[config.mk]
export PLATFORM = sky130hd
export DESIGN_NAME = ws2812_rx
export DESIGN_NICKNAME = d
export VERILOG_FILES = /design/src/rtl/ws2812_pkg.sv /design/src/rtl/ws2812_rx_pulse_meter.sv /design/src/rtl/ws2812_rx.sv
export SDC_FILE = /design/constraint.sdc
export NUM_CORES = 1
export LEC_CHECK = 0
export ABC_AREA = 1
export BUFFER_PORTS_ARGS = -buffer_cell sky130_fd_sc_hd__buf_4
export CAP_MARGIN = 5
export CORE_AREA = 5 5 108 80
export CTS_CLUSTER_DIAMETER = 100
export CTS_CLUSTER_SIZE = 28
export DETAILED_ROUTE_END_ITERATION = 7
export DIE_AREA = 0 0 113 85
export GPL_TIMING_DRIVEN = 0
export PLACE_DENSITY = 0.89
export SETUP_SLACK_MARGIN = 0.5
export SLEW_MARGIN = 20
export SYNTH_ARGS = -nofsm -noshare
export SYNTH_HDL_FRONTEND = slang
export SYNTH_SLANG_ARGS = --single-unit
export TNS_END_PERCENT = 100
[constraint.sdc]
create_clock -name clk -period 3.05 [get_ports clk]
set_input_delay 0.61 -clock clk [delete_from_list [all_inputs] [get_ports clk]]
set_output_delay 0.61 -clock clk [all_outputs]
set_load 0.05 [all_outputs]
[src/rtl/ws2812_pkg.sv]
`default_nettype none
// ---------------------------------------------------------------------------
// ws2812_pkg : shared WS2812 line timing, receiver state encoding, pixel type
// Revision   : 1.0
// ---------------------------------------------------------------------------
package ws2812_pkg;

    typedef enum logic [1:0] {
        S_SYNC = 2'd0,
        S_IDLE = 2'd1,
        S_HIGH = 2'd2,
        S_LOW  = 2'd3
    } state_t;

    // Nominal line timing in 50 MHz clock cycles
    localparam int T0H    = 20;
    localparam int T1H    = 40;
    localparam int TBIT   = 62;
    localparam int TRESET = 2500;

    typedef struct packed {
        logic [7:0] g;
        logic [7:0] r;
        logic [7:0] b;
    } pixel_t;

endpackage
`default_nettype wire

[src/rtl/ws2812_rx_pulse_meter.sv]
`default_nettype none
// ---------------------------------------------------------------------------
// pulse_meter : din synchroniser, edge detect and saturating run-length counter
// Revision    : 1.0
// ---------------------------------------------------------------------------
module pulse_meter #(
    parameter int RESET_CYC = 2500,
    parameter int CNT_W     = $clog2(RESET_CYC + 1)
) (
    input  logic             clk,
    input  logic             reset_n,
    input  logic             din,
    output logic             rise,
    output logic             fall,
    output logic [CNT_W-1:0] width,
    output logic             low_timeout
);

    localparam logic [CNT_W-1:0] C_SAT = CNT_W'(RESET_CYC);

    logic             meta_q;
    logic             din_s_q;
    logic             din_dly_q;
    logic [CNT_W-1:0] width_q;
    logic [CNT_W-1:0] width_d;

    // width_q holds the length of the run up to the previous cycle, so on an
    // edge it is exactly the length of the level that just ended.
    always_comb begin
        rise = din_s_q & ~din_dly_q;
        fall = ~din_s_q & din_dly_q;
        if (rise || fall) begin
            width_d = CNT_W'(1);
        end else if (width_q == C_SAT) begin
            width_d = width_q;
        end else begin
            width_d = width_q + CNT_W'(1);
        end
        low_timeout = ~din_s_q & (width_d == C_SAT);
        width       = width_q;
    end

    always_ff @(posedge clk or negedge reset_n) begin
        if (!reset_n) begin
            meta_q    <= 1'b0;
            din_s_q   <= 1'b0;
            din_dly_q <= 1'b0;
            width_q   <= '0;
        end else begin
            meta_q    <= din;
            din_s_q   <= meta_q;
            din_dly_q <= din_s_q;
            width_q   <= width_d;
        end
    end

endmodule
`default_nettype wire

[src/rtl/ws2812_rx.sv]
`default_nettype none
// ---------------------------------------------------------------------------
// ws2812_rx : WS2812 NZR receiver producing indexed GRB pixels and frame events
// Revision  : 1.0
// ---------------------------------------------------------------------------
module ws2812_rx
    import ws2812_pkg::*;
#(
    parameter int NUM_LEDS   = 240,
    parameter int MIN_HIGH   = 8,
    parameter int BIT_THRESH = 30,
    parameter int MAX_HIGH   = 55,
    parameter int RESET_CYC  = 2500
) (
    input  logic                            clk,
    input  logic                            reset_n,
    input  logic                            din,
    output logic [23:0]                     pix_data,
    output logic                            pix_valid,
    output logic [$clog2(NUM_LEDS)-1:0]     pix_index,
    output logic                            frame_done,
    output logic [$clog2(NUM_LEDS+1)-1:0]   frame_len,
    output logic                            overflow,
    output logic                            err
);

    localparam int IDX_W = $clog2(NUM_LEDS);
    localparam int LEN_W = $clog2(NUM_LEDS + 1);
    localparam int CNT_W = $clog2(RESET_CYC + 1);

    localparam logic [CNT_W-1:0] C_MIN = CNT_W'(MIN_HIGH);
    localparam logic [CNT_W-1:0] C_THR = CNT_W'(BIT_THRESH);
    localparam logic [CNT_W-1:0] C_MAX = CNT_W'(MAX_HIGH);
    localparam logic [LEN_W-1:0] C_NUM = LEN_W'(NUM_LEDS);

    logic             rise;
    logic             fall;
    logic [CNT_W-1:0] width;
    logic             low_timeout;

    pulse_meter #(
        .RESET_CYC (RESET_CYC),
        .CNT_W     (CNT_W)
    ) u_meter (
        .clk         (clk),
        .reset_n     (reset_n),
        .din         (din),
        .rise        (rise),
        .fall        (fall),
        .width       (width),
        .low_timeout (low_timeout)
    );

    state_t           state_q,      state_d;
    logic [4:0]       bit_cnt_q,    bit_cnt_d;
    logic [23:0]      shift_q,      shift_d;
    logic [LEN_W-1:0] pix_cnt_q,    pix_cnt_d;
    pixel_t           pix_data_q,   pix_data_d;
    logic             pix_valid_q,  pix_valid_d;
    logic [IDX_W-1:0] pix_index_q,  pix_index_d;
    logic             frame_done_q, frame_done_d;
    logic [LEN_W-1:0] frame_len_q,  frame_len_d;
    logic             overflow_q,   overflow_d;
    logic             err_q,        err_d;
    logic [23:0]      new_shift;
    logic             abort;

    always_comb begin
        state_d      = state_q;
        bit_cnt_d    = bit_cnt_q;
        shift_d      = shift_q;
        pix_cnt_d    = pix_cnt_q;
        pix_data_d   = pix_data_q;
        pix_index_d  = pix_index_q;
        frame_len_d  = frame_len_q;
        overflow_d   = overflow_q;
        pix_valid_d  = 1'b0;
        frame_done_d = 1'b0;
        err_d        = 1'b0;
        abort        = 1'b0;
        new_shift    = {shift_q[22:0], (width > C_THR)};

        case (state_q)
            S_SYNC: begin
                if (low_timeout) state_d = S_IDLE;
            end
            S_IDLE: begin
                if (rise) state_d = S_HIGH;
            end
            S_HIGH: begin
                if (fall) begin
                    if ((width < C_MIN) || (width > C_MAX)) begin
                        abort = 1'b1;
                    end else begin
                        shift_d = new_shift;
                        state_d = S_LOW;
                        if (bit_cnt_q == 5'd23) begin
                            bit_cnt_d = 5'd0;
                            if (pix_cnt_q < C_NUM) begin
                                pix_valid_d = 1'b1;
                                pix_data_d  = pixel_t'(new_shift);
                                pix_index_d = pix_cnt_q[IDX_W-1:0];
                                pix_cnt_d   = pix_cnt_q + LEN_W'(1);
                            end else begin
                                overflow_d = 1'b1;
                            end
                        end else begin
                            bit_cnt_d = bit_cnt_q + 5'd1;
                        end
                    end
                end else if (width == C_MAX) begin
                    // Still high with MAX_HIGH cycles already counted: over-long pulse
                    abort = 1'b1;
                end
            end
            S_LOW: begin
                if (rise) begin
                    state_d = S_HIGH;
                end else if (low_timeout) begin
                    frame_done_d = 1'b1;
                    frame_len_d  = pix_cnt_q;
                    err_d        = (bit_cnt_q != 5'd0);
                    overflow_d   = 1'b0;
                    pix_cnt_d    = '0;
                    bit_cnt_d    = 5'd0;
                    state_d      = S_IDLE;
                end
            end
            default: state_d = S_SYNC;
        endcase

        if (abort) begin
            err_d     = 1'b1;
            bit_cnt_d = 5'd0;
            pix_cnt_d = '0;
            state_d   = S_SYNC;
        end
    end

    always_ff @(posedge clk or negedge reset_n) begin
        if (!reset_n) begin
            state_q      <= S_SYNC;
            bit_cnt_q    <= 5'd0;
            shift_q      <= '0;
            pix_cnt_q    <= '0;
            pix_data_q   <= '0;
            pix_valid_q  <= 1'b0;
            pix_index_q  <= '0;
            frame_done_q <= 1'b0;
            frame_len_q  <= '0;
            overflow_q   <= 1'b0;
            err_q        <= 1'b0;
        end else begin
            state_q      <= state_d;
            bit_cnt_q    <= bit_cnt_d;
            shift_q      <= shift_d;
            pix_cnt_q    <= pix_cnt_d;
            pix_data_q   <= pix_data_d;
            pix_valid_q  <= pix_valid_d;
            pix_index_q  <= pix_index_d;
            frame_done_q <= frame_done_d;
            frame_len_q  <= frame_len_d;
            overflow_q   <= overflow_d;
            err_q        <= err_d;
        end
    end

    assign pix_data   = pix_data_q;
    assign pix_valid  = pix_valid_q;
    assign pix_index  = pix_index_q;
    assign frame_done = frame_done_q;
    assign frame_len  = frame_len_q;
    assign overflow   = overflow_q;
    assign err        = err_q;

endmodule
`default_nettype wire

Word-level counts from Yosys, hierarchy flattened

Cells that the tools add are included.

Add/sub/neg operators: 3
Multipliers: 0
Divide/modulo/power cells: 0
Magnitude comparators: 4
Equal/unequal tests: 20
Shifts and indexed selects: 0
Multiplexer cells: 47
Bitwise logic cells: 7
Reduce and logical (&&, ||, !) cells: 13

Operator list:

| operator                                                               | count |
|---|---|
| 8-bit two-way mux                                                      | 7 |
| 5-bit two-way mux                                                      | 6 |
| 12-bit == test (second input constant)                                 | 2 |
| 12-bit two-way mux                                                     | 2 |
| 1-bit two-way mux                                                      | 22 |
| 3-bit inequality test (second input constant)                          | 7 |
| 8-bit case mux with 2 select lines                                     | 1 |
| 7-bit AND reduction                                                    | 2 |
| 12-bit by 1-bit adder with 12-bit output (second input constant)       | 1 |
| 12-bit by 6-bit == test with 1-bit output (second input constant)      | 1 |
| 12-bit by 5-bit > comparator with 1-bit output (second input constant) | 1 |
| 12-bit by 6-bit > comparator with 1-bit output (second input constant) | 1 |
| 12-bit by 4-bit < comparator with 1-bit output (second input constant) | 1 |
| 2-bit two-way mux                                                      | 6 |
| 2-bit inequality test (second input constant)                          | 6 |
| 5-bit case mux with 2 select lines                                     | 1 |
| 5-bit AND reduction                                                    | 2 |
| 3-bit AND reduction                                                    | 3 |
| 8-bit by 1-bit adder with 8-bit output (second input constant)         | 1 |
| 8-bit < comparator (second input constant)                             | 1 |
| 2-bit case mux with 4 select lines                                     | 1 |
| 5-bit by 1-bit adder with 5-bit output (second input constant)         | 1 |
| 5-bit == test (second input constant)                                  | 1 |
| 5-bit nonzero test                                                     | 1 |
| other kinds (9)                                                        | 16 |

Register bits: 97
Latch bits: 0
Memory bits (writable): 0
Memory bits (read-only): 0
Input bits: 3
Output and inout port bits: 44
Word-level logic and storage cells: 111
Memories kept: 0

Longest topological paths before layout

Gate-level depths: netlist (run 1).

Depth in word-level cells: 10
Gate-level depth with buffers: 15
Depth with buffers taken out: 15

Hierarchy

From an unflattened synthesis (run 1), not the netlist that was laid out.

Cells, all modules: 521
Area total of the unflattened synthesis: 4575.6 sq um

By module, submodules not included:

| module      | instances | cells an instance | area each (sq um) | sequential area each (sq um) |
|---|---|---|---|---|
| ws2812_rx   | 1         | 403               | 3689.8            | 2052.0 |
| pulse_meter | 1         | 118               | 885.8             | 375.4 |

Least setup slack after synthesis (run 1)

No wires, ideal clock.

Path kind: register to register
From: reg u_meter.width_q[0] (netlist: u_meter.width[0])
To: reg bit_cnt_q[2]
Setup time: 0.118 ns
Arrival time: 1.815 ns
Path slack: 1.117 ns
Stages on the path, launching flop included: 15
Buffers on the path: 1
Clock period less this slack: 1.933 ns
Path through: dfrtp_1 -> inv_1 -> ha_1 -> nand3_1 -> nor2_2 -> nand2_1 -> nand2_1 -> nand3_1 -> nor2_1 -> nand4_1 -> nand2_2 -> buf_6 -> nand2_8 -> nand2_1 -> o21ai_2

Word-level cells in the longest chain between the ends: 7

RTL lines:

| what                                                                                | line                                         | text |
|---|---|---|
| from (decl)                                                                         | ws2812_rx_pulse_meter.sv:24                  | `logic [CNT_W-1:0] width_q;` |
| from (signal assigned)                                                              | ws2812_rx_pulse_meter.sv:53                  | `width_q <= width_d;` |
| 12-bit by 1-bit adder with 12-bit output (tied with other cells)                    | ws2812_rx_pulse_meter.sv:37                  | `width_d = width_q + CNT_W'(1);` |
| 12-bit two-way mux / 1-bit logical OR (equally long branches)                       | ws2812_rx_pulse_meter.sv:34, ws2812_rx.sv:92 |  |
| 12-bit two-way mux / 1-bit two-way mux (equally long branches)                      | ws2812_rx_pulse_meter.sv:32, ws2812_rx.sv:92 |  |
| 12-bit == test / 1-bit two-way mux (equally long branches)                          | ws2812_rx_pulse_meter.sv:39, ws2812_rx.sv:91 |  |
| 1-bit AND / 1-bit two-way mux (equally long branches)                               | ws2812_rx_pulse_meter.sv:39, ws2812_rx.sv:83 |  |
| 3-bit inequality test (no source line) / 3-bit nonzero test (equally long branches) | n/a                                          |  |
| 5-bit AND reduction (no source line)                                                | n/a                                          |  |
| to (signal assigned)                                                                | ws2812_rx.sv:155                             | `bit_cnt_q <= bit_cnt_d;` |
| to (decl)                                                                           | ws2812_rx.sv:55                              | `logic [4:0] bit_cnt_q, bit_cnt_d;` |

Parallel ways exist; a longest one is shown, timed or not.
A chain may end at the register's enable or synchronous reset.

Worst setup path after layout (run 1)

From: reg u_meter.width_q[0] (netlist: u_meter.width[0])
To: reg bit_cnt_q[4]

The elaborated chain is that of the path after synthesis.

==> results of run 1 <==
## power groups by stage
stage | Sequential [uW] | Clock, uW | Combinational, uW
floorplan | 1330 | 0 | 68.1
global route | 1310 | 894 | 131
finish | 1310 | 834 | 115
global placement | 1340 | 0 | 108
detailed placement | 1340 | 0 | 113
CTS | 1310 | 842 | 116
## kinds of logic after synthesis
group                      after synthesis  share of synthesized area, %
AOI/OAI and AO/OA                       76                          9.66
buffers and inverters                   99                          8.62
DFF                                     97                          52.9
xor gates and xnor gates                 5                         0.955
and+or+nand+nor                        266                          25.4
adders and majority gates                9                          2.46
## final cells by class
cell class / instances / share of cell area, %
Buffer: 17 / 1.66
Clock buffer: 9 / 2.35
Clock inverter: 7 / 1.40
Inverter: 82 / 5.85
Multi-Input combinational cell: 356 / 33.6
Sequential cell: 97 / 46.1
Tap cell: 101 / 2.40
Timing Repair Buffer: 46 / 6.63
## synth_stat cells (3+ instances only)
| cell type | n | area share [%] |
|---|---|---|
| buf_2 | 4 | 0.44 |
| nor3_1 | 4 | 0.44 |
| xor2_1 | 4 | 0.76 |
| nand3_2 | 3 | 0.65 |
| nand3_1 | 29 | 3.2 |
| nor2_1 | 33 | 2.7 |
| clkbuf_1 | 9 | 0.74 |
| dfrtp_1 | 97 | 53 |
| o21ai_2 | 11 | 2.1 |
| a21oi_1 | 4 | 0.44 |
| inv_1 | 78 | 6.4 |
| nand2_1 | 164 | 13 |
| ha_1 | 9 | 2.5 |
| o21ai_0 | 53 | 5.8 |
| nor2_2 | 7 | 0.95 |
| nand4_1 | 16 | 2.2 |
## metrics by stage
step / instances / setup WS [ns] / hold slack [ns]
floorplan: 552 / 1.12 / 0.314
global placement: 699 / 0.797 / 0.338
detailed placement: 699 / 0.743 / 0.340
CTS: 715 / 0.703 / 0.323
global route: 715 / 0.512 / 0.315
finish: 715 / 0.686 / 0.291
## layer usage
layer  wire (um)  part of all wire (%)
met1        4640                    44
met2        5010                    47
met3         814                   7.7
met4         158                   1.5
met5           0                     0
## critical path, cell delays in order, from the launching register on
cell and delay (ns):
dfrtp_1 0.48, inv_1 0.16, ha_1 0.19, nand3_1 0.10, nor2_2 0.16, nand2_1 0.09, nand2_1 0.08, nand3_1 0.14
nor2_1 0.15, nand4_1 0.17, nand2_2 0.12, buf_6 0.17, nand2_8 0.09, nand2_1 0.09, o21ai_2 0.05
## registers in the layout, indices dropped and copies added, names as in the netlist, 2 cells and up
register,cells
pix_data,24
shift_q,23
u_meter.width,12
frame_len,8
pix_cnt_q,8
pix_index,8
bit_cnt_q,5
state_q,2
## how the worst min path moves through the flow
stage,endpoint,start,slack (ns),depth (start not counted)
finish,bit_cnt_q[1],reset_n,0.29,1
global route,u_meter.meta_q,din,0.32,1
CTS,u_meter.meta_q,din,0.32,1
detailed placement,u_meter.din_s_q,u_meter.meta_q,0.34,0
global placement,u_meter.din_s_q,u_meter.meta_q,0.34,0
floorplan,bit_cnt_q[0],reset_n,0.31,0
==> results.tsv, run 1 <==
stage	metric	value	unit
pwr	p_sw	610	uW
floorplanning	die-area	9610	um^2
global_routing	gr-total-overflow	0	
pwr	power_density	429	nW/um^2
place	gp_congestion	0.999	
logic_synthesis	ys_seq_area_share	52.9	%
sta	skew	0.0111	ns
pwr	p_int	1650	uW
sta	setup_tns	0	ns
logic_synthesis	synth-seq-cells	97	
detailed_routing	drc_errors	0	
detailed_routing	drt_wl_total	10.6	mm
finish	final_util	69.9	%
sta	setup-violations-final	0	
floorplanning	die_h	85	um
finish	multi_input_area	1770	um^2
pwr	netSwitchingFraction	27.0	%
detailed_routing	initialDrtViolationCount	291	
global_routing	grt_use_met3	5.84	%
sta	fmax	0.423	GHz
floorplanning	die_w	113	um
logic_synthesis	avgSynthCellArea	8.31	um^2
finish	mostFrequentLayoutCells	164 x nand2_1, 97 x dfrtp_1, 78 x inv_1	
global_routing	grt_pass1_vias	3685	
detailed_routing	dr.pass1.iters	7	
place	io_buffers	46	
critical_path	setup.worst_path.start	u_meter.width[0]	
pwr	leakage	0.00263	uW
floorplanning	core.rowCount	27	
pwr	clkPwrFrac	36.9	%
critical_path	r2r.worst_path.cells	14	
cts	cts.reportedPaths.clkPinSlew	0.10	ns
global_routing	grt_max_degree	98	
logic_synthesis	yosys_most_used_dff	dfrtp_1	
cts	clock_path_buffers	2	
sta	drv_slew	0	
cts	clkSinkCount	97	
global_routing	grt_util_met1	32.0	%
logic_synthesis	synth-edff-count	0	
critical_path	r2r-start	u_meter.width[0]	
critical_path	arrival	2.64	ns
finish	seq_area	2430	um^2
finish	final_common_cell	nand2_1	
detailed_routing	ant_nets	0	
pwr	p_seq_share	58.0	%
finish	fin_nets	621	
critical_path	cp.required	3.33	ns
critical_path	path_class	flip-flop to flip-flop	
floorplanning	ios	47	
place	hpwl	7.46	mm
logic_synthesis	synthArstFlopShare	100	%
critical_path	r2r-end	bit_cnt_q[4]	
detailed_routing	routedWlPerCell	14.9	um
cts	postCtsHoldBufs	0	
flow_run	drv_cap	0	
sta	worst_pin_slew	0.838	ns
logic_synthesis	ys_warn_count	0	
logic_synthesis	synth_cell_types	36	
global_routing	use_met2	35.3	%
place	place_area	5060	um^2
pwr	power	2260	uW
finish	n_fill_cell	552	
logic_synthesis	synth_nets	564	
pwr	p_comb_share	5.1	%
worst_hold_path	hp-class	primary input to asynchronous set/reset pin	
floorplanning	start_util	60.9	%
critical_path	setup.worst_path.end	bit_cnt_q[4]	
sta	post-route-min-period	2.36	ns
global_routing	antenna_found_initial	0	
cts	cts_tree	built	
logic_synthesis	syn_inst	552	
finish	drive_above_1_share	16.4	%
cts	htreeDepth	3	
critical_path	r2r_slack	0.69	ns
outcome	status	complete, no violations	
finish	num_antenna_cells	0	
logic_synthesis	synthesis.area	4590	um^2
critical_path	path_max_fanout	10	
critical_path	cp-end-kind	flip-flop	
finish	area_growth_syn_to_layout	14.8	%
sta	slew_headroom	44.1	%
detailed_routing	routed-via-count	3922	
cts	post_cts_buffers	0	
sta	finalHoldViolCount	0	
detailed_routing	vias_per_cell	5.49	
floorplanning	core-area	7530	um^2
sta	min_period_over_period	77.5	%
cts	cts-buffers-inserted	9	
pwr	irDropWorstVdd	0.228	mV
cts	clock_latency	0.38	ns
global_routing	grt_pass1_wl	17.7	mm
global_routing	grtUsageTotal	23.0	%
cts	cts_resized	0	
finish	stdcell_area	5270	um^2
critical_path	worstSetupStartpointType	flip-flop	
cts	root_buffer	clkbuf_8	
sta	rsz0062_at_grt	no	
global_routing	busiest_layer	met2	
Power figures use the tool's default switching activity.
==> inputs of run 2 (changes only) <==
- CORE_AREA: 5 5 108 80 -> 5 5 112 82
- DIE_AREA: 0 0 113 85 -> 0 0 117 87
- PLACE_DENSITY: 0.89 -> 0.85
- clock period: 3.05 -> 2.18 ns (I/O delays scaled with it)
==> run 2 against run 1 <==
Against the previous run:
- critical path depth stayed put
- utilization is 8.5 points higher
- highest routed layer unchanged
- the flow now finishes with violations (negative setup slack)
- register-to-register slack worse by 0.84 ns
- die area is 6.0% higher
- largest power group unchanged
- critical endpoint is now bit_cnt_q[3]
- sequential cell count stayed put
==> results.tsv, run 2 (same netlist as run 1, synthesis figures left out) <==
stage	metric	value	unit
floorplanning	core-area	8130	um^2
critical_path	path_class	flip-flop to flip-flop	
place	gp_congestion	0.921	
sta	rsz0062_at_grt	yes	
finish	fin_nets	659	
global_routing	grt_pass1_wl	20.8	mm
sta	skew	0.00937	ns
detailed_routing	drt_wl_total	14.3	mm
sta	post-route-min-period	2.33	ns
flow_run	drv_cap	0	
detailed_routing	initialDrtViolationCount	412	
place	hpwl	7.64	mm
critical_path	path_max_fanout	6	
detailed_routing	dr.pass1.iters	5	
global_routing	grt_max_degree	98	
floorplanning	die-area	10200	um^2
critical_path	arrival	2.57	ns
floorplanning	ios	47	
detailed_routing	ant_nets	0	
pwr	power	3740	uW
finish	drive_above_1_share	36.3	%
cts	clock_path_buffers	2	
detailed_routing	routed-via-count	4419	
detailed_routing	vias_per_cell	5.84	
floorplanning	start_util	56.4	%
cts	postCtsHoldBufs	0	
outcome	violations	negative setup slack	
global_routing	antenna_found_initial	0	
pwr	leakage	0.00305	uW
place	io_buffers	46	
global_routing	grt_pass1_vias	4224	
critical_path	cp-end-kind	flip-flop	
finish	area_growth_syn_to_layout	38.9	%
global_routing	grtUsageTotal	26.4	%
pwr	irDropWorstVdd	0.560	mV
sta	setup-violations-final	20	
floorplanning	die_h	87	um
sta	min_period_over_period	107	%
sta	worst_pin_slew	0.875	ns
sta	slew_headroom	41.7	%
cts	root_buffer	clkbuf_16	
sta	fmax	0.429	GHz
cts	cts_tree	built	
finish	num_antenna_cells	0	
pwr	power_density	587	nW/um^2
global_routing	gr-total-overflow	0	
cts	clkSinkCount	97	
detailed_routing	routedWlPerCell	18.9	um
floorplanning	core.rowCount	28	
sta	setup_tns	-1.55	ns
detailed_routing	drc_errors	0	
critical_path	worstSetupStartpointType	flip-flop	
finish	mostFrequentLayoutCells	118 x nand2_1, 92 x dfrtp_1, 73 x inv_1	
critical_path	cp.required	2.42	ns
sta	setup_ws	-0.150	ns
cts	htreeDepth	3	
sta	whs	0.145	ns
cts	clock_latency	0.35	ns
finish	final_common_cell	nand2_1	
finish	largest_reg_flops	24	
sta	drv_slew	0	
sta	finalHoldViolCount	0	
cts	cts.reportedPaths.clkPinSlew	0.07	ns
floorplanning	die_w	117	um
outcome	status	finished, violations left	
cts	cts-buffers-inserted	9	
worst_hold_path	hp-class	primary input to asynchronous set/reset pin	
## run 2: where the power goes
group	switching (uW)	total [uW]	leakage [uW]	internal, uW
Combinational	167	264	0.00158	96.8
Sequential	30.8	1850	0.00134	1820
Clock	705	1630	0.000141	923
## run 2: final timing paths
path	start	end	slack (ns)	cells after the start
setup / recovery	u_meter.width[1]	bit_cnt_q[3]	-0.15	14
min in group clk	din	u_meter.meta_q	0.19	1
setup reg to reg	u_meter.width[1]	bit_cnt_q[3]	-0.15	14
max in group asynchronous	reset_n	u_meter.width[5]	1.35	1
hold reg to reg	u_meter.meta_q	u_meter.din_s_q	0.36	0
hold / removal	reset_n	u_meter.width[0]	0.14	1
## run 2: final cells by class
| cell class | instances | area [um^2] |
|---|---|---|
| clock buffer | 10 | 239 |
| inverter | 82 | 334 |
| buffer | 17 | 228 |
| timing repair buffer | 83 | 708 |
| fill | 455 | 1760 |
| tap | 105 | 131 |
| sequential | 97 | 2430 |
| multi-input combinational | 357 | 2230 |
| clock inverter | 6 | 66.3 |
## run 2: what timing repair did
action | 4_1_cts | 5_1_grt
endpoints found under the setup margin | 81 | 82
pin swaps | 23 | 24
buffers inserted | 21 | 9
gates cloned | 8 | 0
gates resized for setup | 127 | 81
## run 2: through the flow
stage	instance area, um^2	std cells	util, %	setup WS [ns]
finish	6370	757	78.4	-0.150
global placement	5100	703	62.7	-0.0524
detailed placement	5100	703	62.7	-0.0618
CTS	6010	748	74.0	0.0738
floorplan	4620	552	-	0.309
global route	6370	757	78.4	-0.208
## run 2: worst max-delay path, cell delays in order (launching register included)
cell	delay [ns]
dfrtp_2	0.49
inv_2	0.10
ha_4	0.15
inv_2	0.03
nor2_1	0.12
nand3_1	0.15
nand2_1	0.12
nand3_2	0.11
nor2_4	0.14
nand4_1	0.18
nand2_2	0.21
buf_8	0.17
nand2_8	0.09
nand2_4	0.08
o21ai_2	0.05
## run 2: layer usage
layer	routed length, um	global-route usage (%)
met5	0	0
met4	603	10.1
met3	1270	8.40
met2	6950	41.9
met1	5440	33.8
